[config.mk]
export PLATFORM = sky130hd
export DESIGN_NAME = sensor_input_conditioner
export DESIGN_NICKNAME = d
export VERILOG_FILES = /design/src/rtl/sensor_input_conditioner.sv
export SDC_FILE = /design/constraint.sdc
export NUM_CORES = 1
export LEC_CHECK = 0
export BUFFER_PORTS_ARGS = -buffer_cell sky130_fd_sc_hd__buf_2
export CELL_PAD_IN_SITES_DETAIL_PLACEMENT = 2
export CELL_PAD_IN_SITES_GLOBAL_PLACEMENT = 2
export CORE_UTILIZATION = 40
export DETAILED_ROUTE_END_ITERATION = 7
export PLACE_DENSITY_LB_ADDON = 0.1
export SLEW_MARGIN = 30
export SYNTH_ARGS = -nofsm -noshare
export SYNTH_HDL_FRONTEND = slang
export SYNTH_SLANG_ARGS = --single-unit
export TNS_END_PERCENT = 50
[constraint.sdc]
create_clock -name clock -period 2.05 [get_ports clock]
set_input_delay 0.5125 -clock clock [delete_from_list [all_inputs] [get_ports clock]]
set_output_delay 0.5125 -clock clock [all_outputs]
set_load 0.02 [all_outputs]
[src/rtl/sensor_input_conditioner.sv]
// Synchronises and debounces six sensor switches and two active-low buttons.
// Ports: clock, reset_n (async low), raw_* inputs; debounced levels, pulse_2/3, sensor_changed.
module sensor_input_conditioner #(
  parameter int DEBOUNCE_CYCLES = 50000,
  parameter int COUNT_WIDTH     = 16
) (
  input  logic clock,
  input  logic reset_n,
  input  logic raw_low_water_level,
  input  logic raw_mid_water_level,
  input  logic raw_high_water_level,
  input  logic raw_earth_humidity,
  input  logic raw_air_humidity,
  input  logic raw_low_temperature,
  input  logic raw_button_2_n,
  input  logic raw_button_3_n,
  output logic low_water_level,
  output logic mid_water_level,
  output logic high_water_level,
  output logic earth_humidity,
  output logic air_humidity,
  output logic low_temperature,
  output logic pulse_2,
  output logic pulse_3,
  output logic sensor_changed
);

  localparam logic [COUNT_WIDTH-1:0] LAST =
    COUNT_WIDTH'(DEBOUNCE_CYCLES - 1);

  // Channels 0..5 are sensors, 6..7 are buttons (inverted: 1 = pressed).
  logic [7:0] raw;
  logic [7:0] sync1_q;
  logic [7:0] sync2_q;
  logic [7:0] stable_q;
  logic [7:0] stable_d;
  logic [7:0] prev_q;
  logic [1:0] pulse_q;
  logic       changed_q;
  logic [COUNT_WIDTH-1:0] cnt_q [8];
  logic [COUNT_WIDTH-1:0] cnt_d [8];

  assign raw = {~raw_button_3_n, ~raw_button_2_n,
                raw_low_temperature, raw_air_humidity,
                raw_earth_humidity, raw_high_water_level,
                raw_mid_water_level, raw_low_water_level};

  always_comb begin
    stable_d = stable_q;
    for (int i = 0; i < 8; i++) begin
      cnt_d[i] = '0;
      if (sync2_q[i] != stable_q[i]) begin
        if (cnt_q[i] == LAST) begin
          stable_d[i] = sync2_q[i];
        end else begin
          cnt_d[i] = cnt_q[i] + 1'b1;
        end
      end
    end
  end

  always_ff @(posedge clock or negedge reset_n) begin
    if (!reset_n) begin
      sync1_q   <= '0;
      sync2_q   <= '0;
      stable_q  <= '0;
      prev_q    <= '0;
      pulse_q   <= '0;
      changed_q <= 1'b0;
      for (int i = 0; i < 8; i++) begin
        cnt_q[i] <= '0;
      end
    end else begin
      sync1_q  <= raw;
      sync2_q  <= sync1_q;
      stable_q <= stable_d;
      // prev_q lags stable_q by one edge, so both strobes
      // appear the cycle after the stable register moves.
      prev_q    <= stable_q;
      pulse_q   <= stable_q[7:6] & ~prev_q[7:6];
      changed_q <= |(stable_q[5:0] ^ prev_q[5:0]);
      for (int i = 0; i < 8; i++) begin
        cnt_q[i] <= cnt_d[i];
      end
    end
  end

  assign low_water_level  = stable_q[0];
  assign mid_water_level  = stable_q[1];
  assign high_water_level = stable_q[2];
  assign earth_humidity   = stable_q[3];
  assign air_humidity     = stable_q[4];
  assign low_temperature  = stable_q[5];
  assign pulse_2          = pulse_q[0];
  assign pulse_3          = pulse_q[1];
  assign sensor_changed   = changed_q;

endmodule

### Yosys cells after proc, flatten, opt, wreduce, memory -nomap -nowiden

Cells that the tools add are included.

| storage, ports and cells | value |
|---|---|
| bits in registers | 163 |
| input bits | 10 |
| output and inout port bits | 9 |
| word-level logic and storage cells | 75 |

| cells by class | value |
|---|---|
| add/sub/neg operators | 8 |
| equality and inequality tests | 16 |
| multiplexer cells | 16 |
| bitwise gates (word level) | 5 |
| reductions and logical operators | 9 |

Operator list:

| operator | number |
|---|---|
| $mux 16 | 16 |
| $add 16x1->16 const B | 8 |
| $eq 16x16->1 const B | 8 |
| $reduce_and 2->1 | 8 |
| $ne 1x1->1 | 8 |
| $reduce_or 6->1 | 1 |
| $xor 6x6->6 | 1 |
| $and 2x2->2 | 1 |
| $not 1->1 | 2 |
| $not 2->2 | 1 |

### Longest topological paths before layout

Gate-level depths: netlist (run 1).

| depth | value |
|---|---|
| word-level depth | 3 |
| gate-level depth with buffers | 6 |
| mapped depth without buffers | 5 |

### Worst setup path before layout (run 1)

No wires, ideal clock.

| timing | value |
|---|---|
| path type | reg-to-reg |
| start point | register cnt_q[43] (netlist bit) |
| end point | register stable_q[5] |
| library setup time | 125 ps |
| arrival time | 1642 ps |
| data required time | 1925 ps |
| setup slack | 283 ps |
| stages on the path, launching flop included | 4 |
| path buffers | 0 |
| period minus slack after synthesis | 1767 ps |
| path through | dfrtp_1 or3_1 or4_4 mux2_4 |

| between the ends | value |
|---|---|
| cells in the longest elaborated chain, start to end | 2 |

RTL lines:

| item | RTL line | text |
|---|---|---|
| start, declared | 40 | `logic [COUNT_WIDTH-1:0] cnt_q [8];` |
| start signal, assigned by index | 83 | `cnt_q[i] <= cnt_d[i];` |
| $eq 16x16->1 | 53 | `if (cnt_q[i] == LAST) begin` |
| $reduce_and 2->1 (no source line) | -- |  |
| end signal, assigned | 76 | `stable_q <= stable_d;` |
| end, declared | 35 | `logic [7:0] stable_q;` |

Every way passes these cells.
A chain may end at the register's enable or synchronous reset.

==> results.json, run 1 <==
{
  "tns_ns": 0,
  "fin_skew_ns": 0.00781,
  "fin_util_pct": 46.9,
  "worstSetupPathType": "flip-flop to flip-flop",
  "rrSetupSlack_ns": 0.18,
  "coreArea_um2": 18000,
  "reg2reg_from": "cnt_q[74]",
  "tightest_slew_ns": 0.573,
  "endpoint_kind": "flip-flop",
  "report.final.slew_viol_count": 0,
  "syn_avg_cell_area_um2": 10.5,
  "async_flop_share_pct": 100,
  "grtUsageTotal_pct": 20.6,
  "post_drt_wl_per_cell_um": 18.3,
  "port_buffers": 18,
  "viasPerCell": 5.37,
  "fin_crit_ns": 1.87,
  "n_antenna_cell": 0,
  "synth.yosys.seq_area_share_pct": 55.1,
  "p_leak_nw": 3.50,
  "syn_inst": 703,
  "worst_path_largest_cell_delay_ns": 0.52,
  "power.share.sequential_pct": 48.9,
  "rsz0062_at_grt": "false",
  "cp_max_fo": 8,
  "r2r_end": "cnt_q[66]",
  "grt_first_pass_wirelength_mm": 31.4,
  "std_cell_rows": 49,
  "insertion_delay_ns": 0.43,
  "grt_overflow": 0,
  "initial_core_util_pct": 41.1,
  "ctsResizeCount": 0,
  "cp-startpoint": "cnt_q[74]",
  "internal_power_w": 0.00535,
  "reg2reg_depth": 4,
  "clock_sinks": 163,
  "clk_path_buf_depth": 2,
  "switching_power_w": 0.00145,
  "drv_cap": 0,
  "place.gp.congestion": 0.801,
  "ant_nets": 0,
  "instances_no_fill": 987,
  "route.detailed.drc": 0,
  "power_w": 0.00680,
  "clkPwrFrac_pct": 47.7,
  "cp_cell_sequence": "or3b_1 > o41ai_4 > buf_4 > nor2_1",
  "hold_class": "input port to async pin",
  "synth.distinct_cells": 34,
  "grt_max_degree": 47,
  "postPlaceCellArea_um2": 7870,
  "fmax_mhz": 535,
  "p_sw_share_pct": 21.4,
  "floorplan.die_area_um2": 19000,
  "cts_buffers": 17,
  "antenna_found_initial": 0,
  "final_nets": 765,
  "hpwl_mm": 12.5,
  "io-pin-count": 19,
  "synthFlopType": "dfrtp_1",
  "finalHoldViolations": 0,
  "synth_area_leaders": "dfrtp_1 (55%), xnor2_1 (12%), nor2_1 (7.5%), nor4_1 (3.1%), nand3_1 (2.9%)",
  "die_h_um": 138,
  "synthToLayoutAreaGrowth_pct": 14.3,
  "syn_area_um2": 7400,
  "yosys.area.top_type": "dfrtp_1",
  "cts_max_level": 4,
  "hold_buffers": 0,
  "place_inst": 957,
  "yosysMostFrequentCell": "dfrtp_1",
  "vdd_drop_max_uv": 679,
  "synth_edf_count": 0,
  "root_buffer": "clkbuf_16",
  "clk_pin_slew_ns": 0.06,
  "vias": 5298,
  "drive_above_1_share_pct": 9.76,
  "post_cts_buffers": 0,
  "synth_top_area_share_pct": 55.1,
  "synthTopCellsByCount": "dfrtp_1 (163), nor2_1 (147), xnor2_1 (101)",
  "combPwrFrac_pct": 3.4,
  "required_ns": 2.36,
  "relSlewSlack_pct": 61.7,
  "ys_seq_elements": 163,
  "wl_mm": 18.0,
  "start_kind": "flip-flop",
  "first_global_vias": 6204,
  "status": "complete, no violations",
  "cts_tree": "built",
  "setup_viol": 0,
  "final_area_um2": 8460,
  "post-route-period-util_pct": 91.1,
  "syn-num-nets": 721,
  "yosys_warnings": 0,
  "p_per_area_nw_per_um2": 804,
  "endpoint": "cnt_q[66]",
  "crit_slowest_cell": "o41ai_4",
  "crit_arrival_ns": 2.18,
  "drt_iter0_drc": 129,
  "die_width_um": 138,
  "first_pass_iters": 4
}
-- power by group through the flow --
stage	Sequential (W)	Clock, W	Combinational, W
3_5_place_dp	0.00338	0	0.000236
4_1_cts	0.00333	0.00335	0.000241
2_1_floorplan	0.00337	0	0.000105
3_3_place_gp	0.00338	0	0.000223
6_report	0.00333	0.00324	0.000230
5_1_grt	0.00333	0.00348	0.000265
-- registers in the layout, summed over array words and instances (netlist names) --
register	cells
cnt_q	128
prev_q	8
pulse_q	2
sensor_changed	1
stable_q	8
sync1_q	8
sync2_q	8
-- cell type report --
| class | instances | area (µm²) |
|---|---|---|
| clock inverters | 5 | 100 |
| fillers | 1902 | 9570 |
| inverters | 27 | 101 |
| well taps | 229 | 287 |
| multi-input cells | 505 | 3170 |
| clock buffers | 25 | 485 |
| repair buffers | 33 | 234 |
| flip-flops and latches | 163 | 4080 |
-- layer usage --
layer	track usage (%)	part of all wire, %
met2	37.1	54
met1	24.2	43
met5	0	0
met4	6.65	1.2
met3	4.64	2.2
-- cell usage in the layout, fill, tap and decap left out, drive strengths merged --
cell type and count:
xor2 24, ha 8, or4 2, mux2 8, or3b 1, nor3 29, clkbuf 25, nor4b 7
buf 33, nand3b 1, nor4 37, nand2 33, nor2b 2, nor2 147, nor4bb 6, o41ai 3
xnor2 101, a21oi 1, and3 10, inv 27, and4b 1, nand4bb 2, nand4 34, dfrtp 163
o31ai 1, clkinv 2, bufinv 3, or3 3, nand3 44
-- worst min path at each step --
stage / from / slack, ns / endpoint / depth (start not counted)
CTS: reset_n / 0.02 / cnt_q[109] / 1
global route: reset_n / 0.03 / cnt_q[109] / 1
detailed placement: sync1_q[1] / 0.34 / sync2_q[1] / 0
global placement: sync1_q[4] / 0.33 / sync2_q[4] / 0
floorplan: reset_n / 0.22 / cnt_q[0] / 0
finish: reset_n / 0.007 / cnt_q[109] / 1
-- critical path, delay by kind of cell (launching register included) --
kind	cells	cell delay (ns)
simple gates	2	0.54
compound gates	1	0.52
flops	1	0.45
buf+inv	1	0.24
-- kinds of logic after synthesis --
kind of cell | Yosys count | share of synthesized area [%]
and+or+nand+nor | 359 | 24.1
DFF | 163 | 55.1
xor gates and xnor gates | 125 | 14.8
buffers and inverters | 35 | 2.03
muxes | 8 | 1.27
adders and majority gates | 8 | 1.35
AOI/OAI and AO/OA | 5 | 1.29
-- through the flow --
stage | hold slack (ns) | worst slack, ns
6_report | 0.00690 | 0.183
5_1_grt | 0.0256 | 0.0835
4_1_cts | 0.0192 | 0.160
3_5_place_dp | 0.336 | 0.200
3_3_place_gp | 0.332 | 0.251
2_1_floorplan | 0.217 | 0.283
Note: power is estimated with default switching activity, not from simulation.
==> inputs of run 2 (changes only) <==
--- a/config.mk
+++ b/config.mk
@@ -5,10 +5,11 @@
 export SDC_FILE = /design/constraint.sdc
 export NUM_CORES = 1
 export LEC_CHECK = 0
+export ABC_AREA = 1
 export BUFFER_PORTS_ARGS = -buffer_cell sky130_fd_sc_hd__buf_2
 export CELL_PAD_IN_SITES_DETAIL_PLACEMENT = 2
 export CELL_PAD_IN_SITES_GLOBAL_PLACEMENT = 2
-export CORE_UTILIZATION = 40
+export CORE_UTILIZATION = 38
 export DETAILED_ROUTE_END_ITERATION = 7
 export PLACE_DENSITY_LB_ADDON = 0.1
 export SLEW_MARGIN = 30
==> run 2 against run 1 <==
Effect of this change:
- sequential power is essentially flat
- first-iteration DRC count grew 36%
- synthesized area grew 12%
- wire length grew 25%
==> results.json, run 2 <==
{
  "status": "complete, no violations",
  "tns_ns": 0,
  "grt_max_degree": 47,
  "final_common_cell": "nor2_1",
  "cts_tree": "built",
  "final_nets": 1087,
  "reg2reg_from": "cnt_q[16]",
  "start_kind": "flip-flop",
  "endpoint_kind": "output pin",
  "cts_max_level": 4,
  "whs_path_depth": 1,
  "clk_path_buf_depth": 2,
  "finalHoldViolations": 0,
  "n_antenna_cell": 0,
  "path_delay_family": "flip-flops",
  "syn_area_um2": 8280,
  "ctsResizeCount": 0,
  "report.final.slew_viol_count": 0,
  "yosys_warnings": 0,
  "hold_buffers": 1,
  "grt_overflow": 0,
  "post_cts_buffers": 0,
  "worst_path_largest_cell_delay_ns": 0.52,
  "post_drt_wl_per_cell_um": 16.7,
  "clock_sinks": 163,
  "fmax_mhz": 592,
  "synthTopCellsByCount": "nor2_1 (265), nand2_1 (188), dfrtp_1 (163)",
  "vdd_drop_max_uv": 421,
  "synth.yosys.seq_area_share_pct": 49.2,
  "first_pass_iters": 5,
  "final_cell_mix": "nor2_1 (265), nand2_1 (188), dfrtp_1 (163), inv_1 (111), nand3_1 (85)",
  "cts_buffers": 17,
  "antenna_found_initial": 0,
  "crit_cells": 1,
  "insertion_delay_ns": 0.43,
  "whs_ns": 0.181,
  "rrSetupSlack_ns": 0.46,
  "crit_arrival_ns": 1.18,
  "io-pin-count": 19,
  "reg2reg_depth": 6,
  "syn_inst": 1028,
  "post-route-period-util_pct": 82.4,
  "cp_num_buf_inv": 1,
  "cp-startpoint": "stable_q[1]",
  "instances_no_fill": 1355,
  "yosysMostFrequentCell": "nor2_1",
  "required_ns": 1.54,
  "root_buffer": "clkbuf_16",
  "crit_slowest_cell": "dfrtp_1",
  "power_w": 0.00670,
  "viasPerCell": 5.01,
  "async_flop_share_pct": 100,
  "fin_skew_ns": 0.00935,
  "tightest_slew_ns": 0.484,
  "port_buffers": 18,
  "grtUsageTotal_pct": 22.0,
  "die_width_um": 150,
  "r2r_end": "cnt_q[24]",
  "fin_crit_ns": 1.69,
  "setup_viol": 0,
  "fin_util_pct": 44.1,
  "synth_area_leaders": "dfrtp_1 (49%), nor2_1 (12%), nand2_1 (8.5%), nand3_1 (5.1%), inv_1 (5.0%)",
  "relSlewSlack_pct": 67.7,
  "first_global_vias": 7613,
  "drt_iter0_drc": 175,
  "vias": 6791,
  "synthFlopType": "dfrtp_1",
  "drive_above_1_share_pct": 10.6,
  "regMostFlops": "cnt_q",
  "worstSetupPathType": "flip-flop to output pin",
  "cp_cell_sequence": "buf_2",
  "syn_avg_cell_area_um2": 8.06,
  "syn-num-nets": 1046,
  "place_inst": 1324,
  "hpwl_mm": 16.5,
  "num-fill-cells": 2452,
  "ys_seq_elements": 163,
  "p_leak_nw": 4.41,
  "die_h_um": 150,
  "synth.distinct_cells": 26,
  "synth_edf_count": 0,
  "drv_cap": 0,
  "largest_reg_flops": 128,
  "p_per_area_nw_per_um2": 716,
  "wl_mm": 22.6,
  "endpoint": "mid_water_level",
  "cp_max_fo": 5,
  "place.gp.congestion": 0.780,
  "std_cell_rows": 53,
  "hold_class": "input port to flip-flop",
  "ant_nets": 0,
  "synth_top_area_share_pct": 49.2,
  "clk_pin_slew_ns": 0.07,
  "rsz0062_at_grt": "false",
  "coreArea_um2": 21200,
  "route.detailed.drc": 0,
  "initial_core_util_pct": 39.0,
  "synthToLayoutAreaGrowth_pct": 13.0,
  "yosys.area.top_type": "dfrtp_1",
  "grt_first_pass_wirelength_mm": 38.5,
  "floorplan.die_area_um2": 22400
}
run 2: cell count changes in the layout (fill, tap and decap cells not counted), moves of 19 or more:
cell     previous run  this run
nor2_1            147       265
a21oi_1             1        20
nor3_1             29         6
nand2_1            32       188
nor4_1             37         0
nand3_1            43        85
xnor2_1           101        20
inv_1              27       111
nand2_2             0        19
run 2: worst min path at each step:
stage                              startpoint         end  slack [ns]
after floorplan                       reset_n    cnt_q[0]        0.22
after global placement             sync1_q[3]  sync2_q[3]        0.33
after detailed placement           sync1_q[1]  sync2_q[1]        0.34
after CTS                 raw_mid_water_level  sync1_q[1]        0.16
after global routing      raw_low_water_level  sync1_q[0]        0.16
final                     raw_mid_water_level  sync1_q[1]        0.18
run 2: logic make-up after synthesis:
group / after synthesis / share of synthesized area, %
compound gates: 51 / 3.53
xor+xnor: 68 / 7.73
fa+ha+maj: 8 / 1.21
buf+inv: 118 / 5.35
flops: 163 / 49.2
simple gates: 620 / 32.9
run 2: power by group:
group / total [W] / leakage [nW] / internal (W) / switching (W)
clock: 0.00313 / 0.271 / 0.00178 / 0.00135
sequential: 0.00332 / 2.22 / 0.00327 / 0.0000529
combinational: 0.000246 / 1.92 / 0.0000757 / 0.000171
total: 0.00670 / 4.41 / 0.00512 / 0.00158
run 2: metrics by stage:
| stage | setup WS (ns) | instance area, µm² |
|---|---|---|
| floorplan | 0.776 | 8280 |
| detailed placement | 0.508 | 8780 |
| finish | 0.360 | 9360 |
| global placement | 0.544 | 8780 |
| CTS | 0.307 | 9360 |
| global route | 0.272 | 9360 |
run 2: final cells by class:
cell class / instances / area (µm²) / share of cell area [%]
Clock buffer: 17 / 425 / 4.55
Multi-Input combinational cell: 747 / 3760 / 40.2
Timing Repair Buffer: 22 / 166 / 1.78
Sequential cell: 163 / 4080 / 43.6
Inverter: 118 / 443 / 4.73
Tap cell: 275 / 344 / 3.68
Clock inverter: 13 / 138 / 1.47
run 2: metal layers:
metal | vias to the layer above | wire, µm | track usage, %
met4 | 0 | 235 | 5.76
met2 | 45 | 11600 | 39.2
met1 | 3416 | 10200 | 27.5
met3 | 22 | 450 | 3.63
li1 | 3308 | - | -
met5 | - | 0 | 0
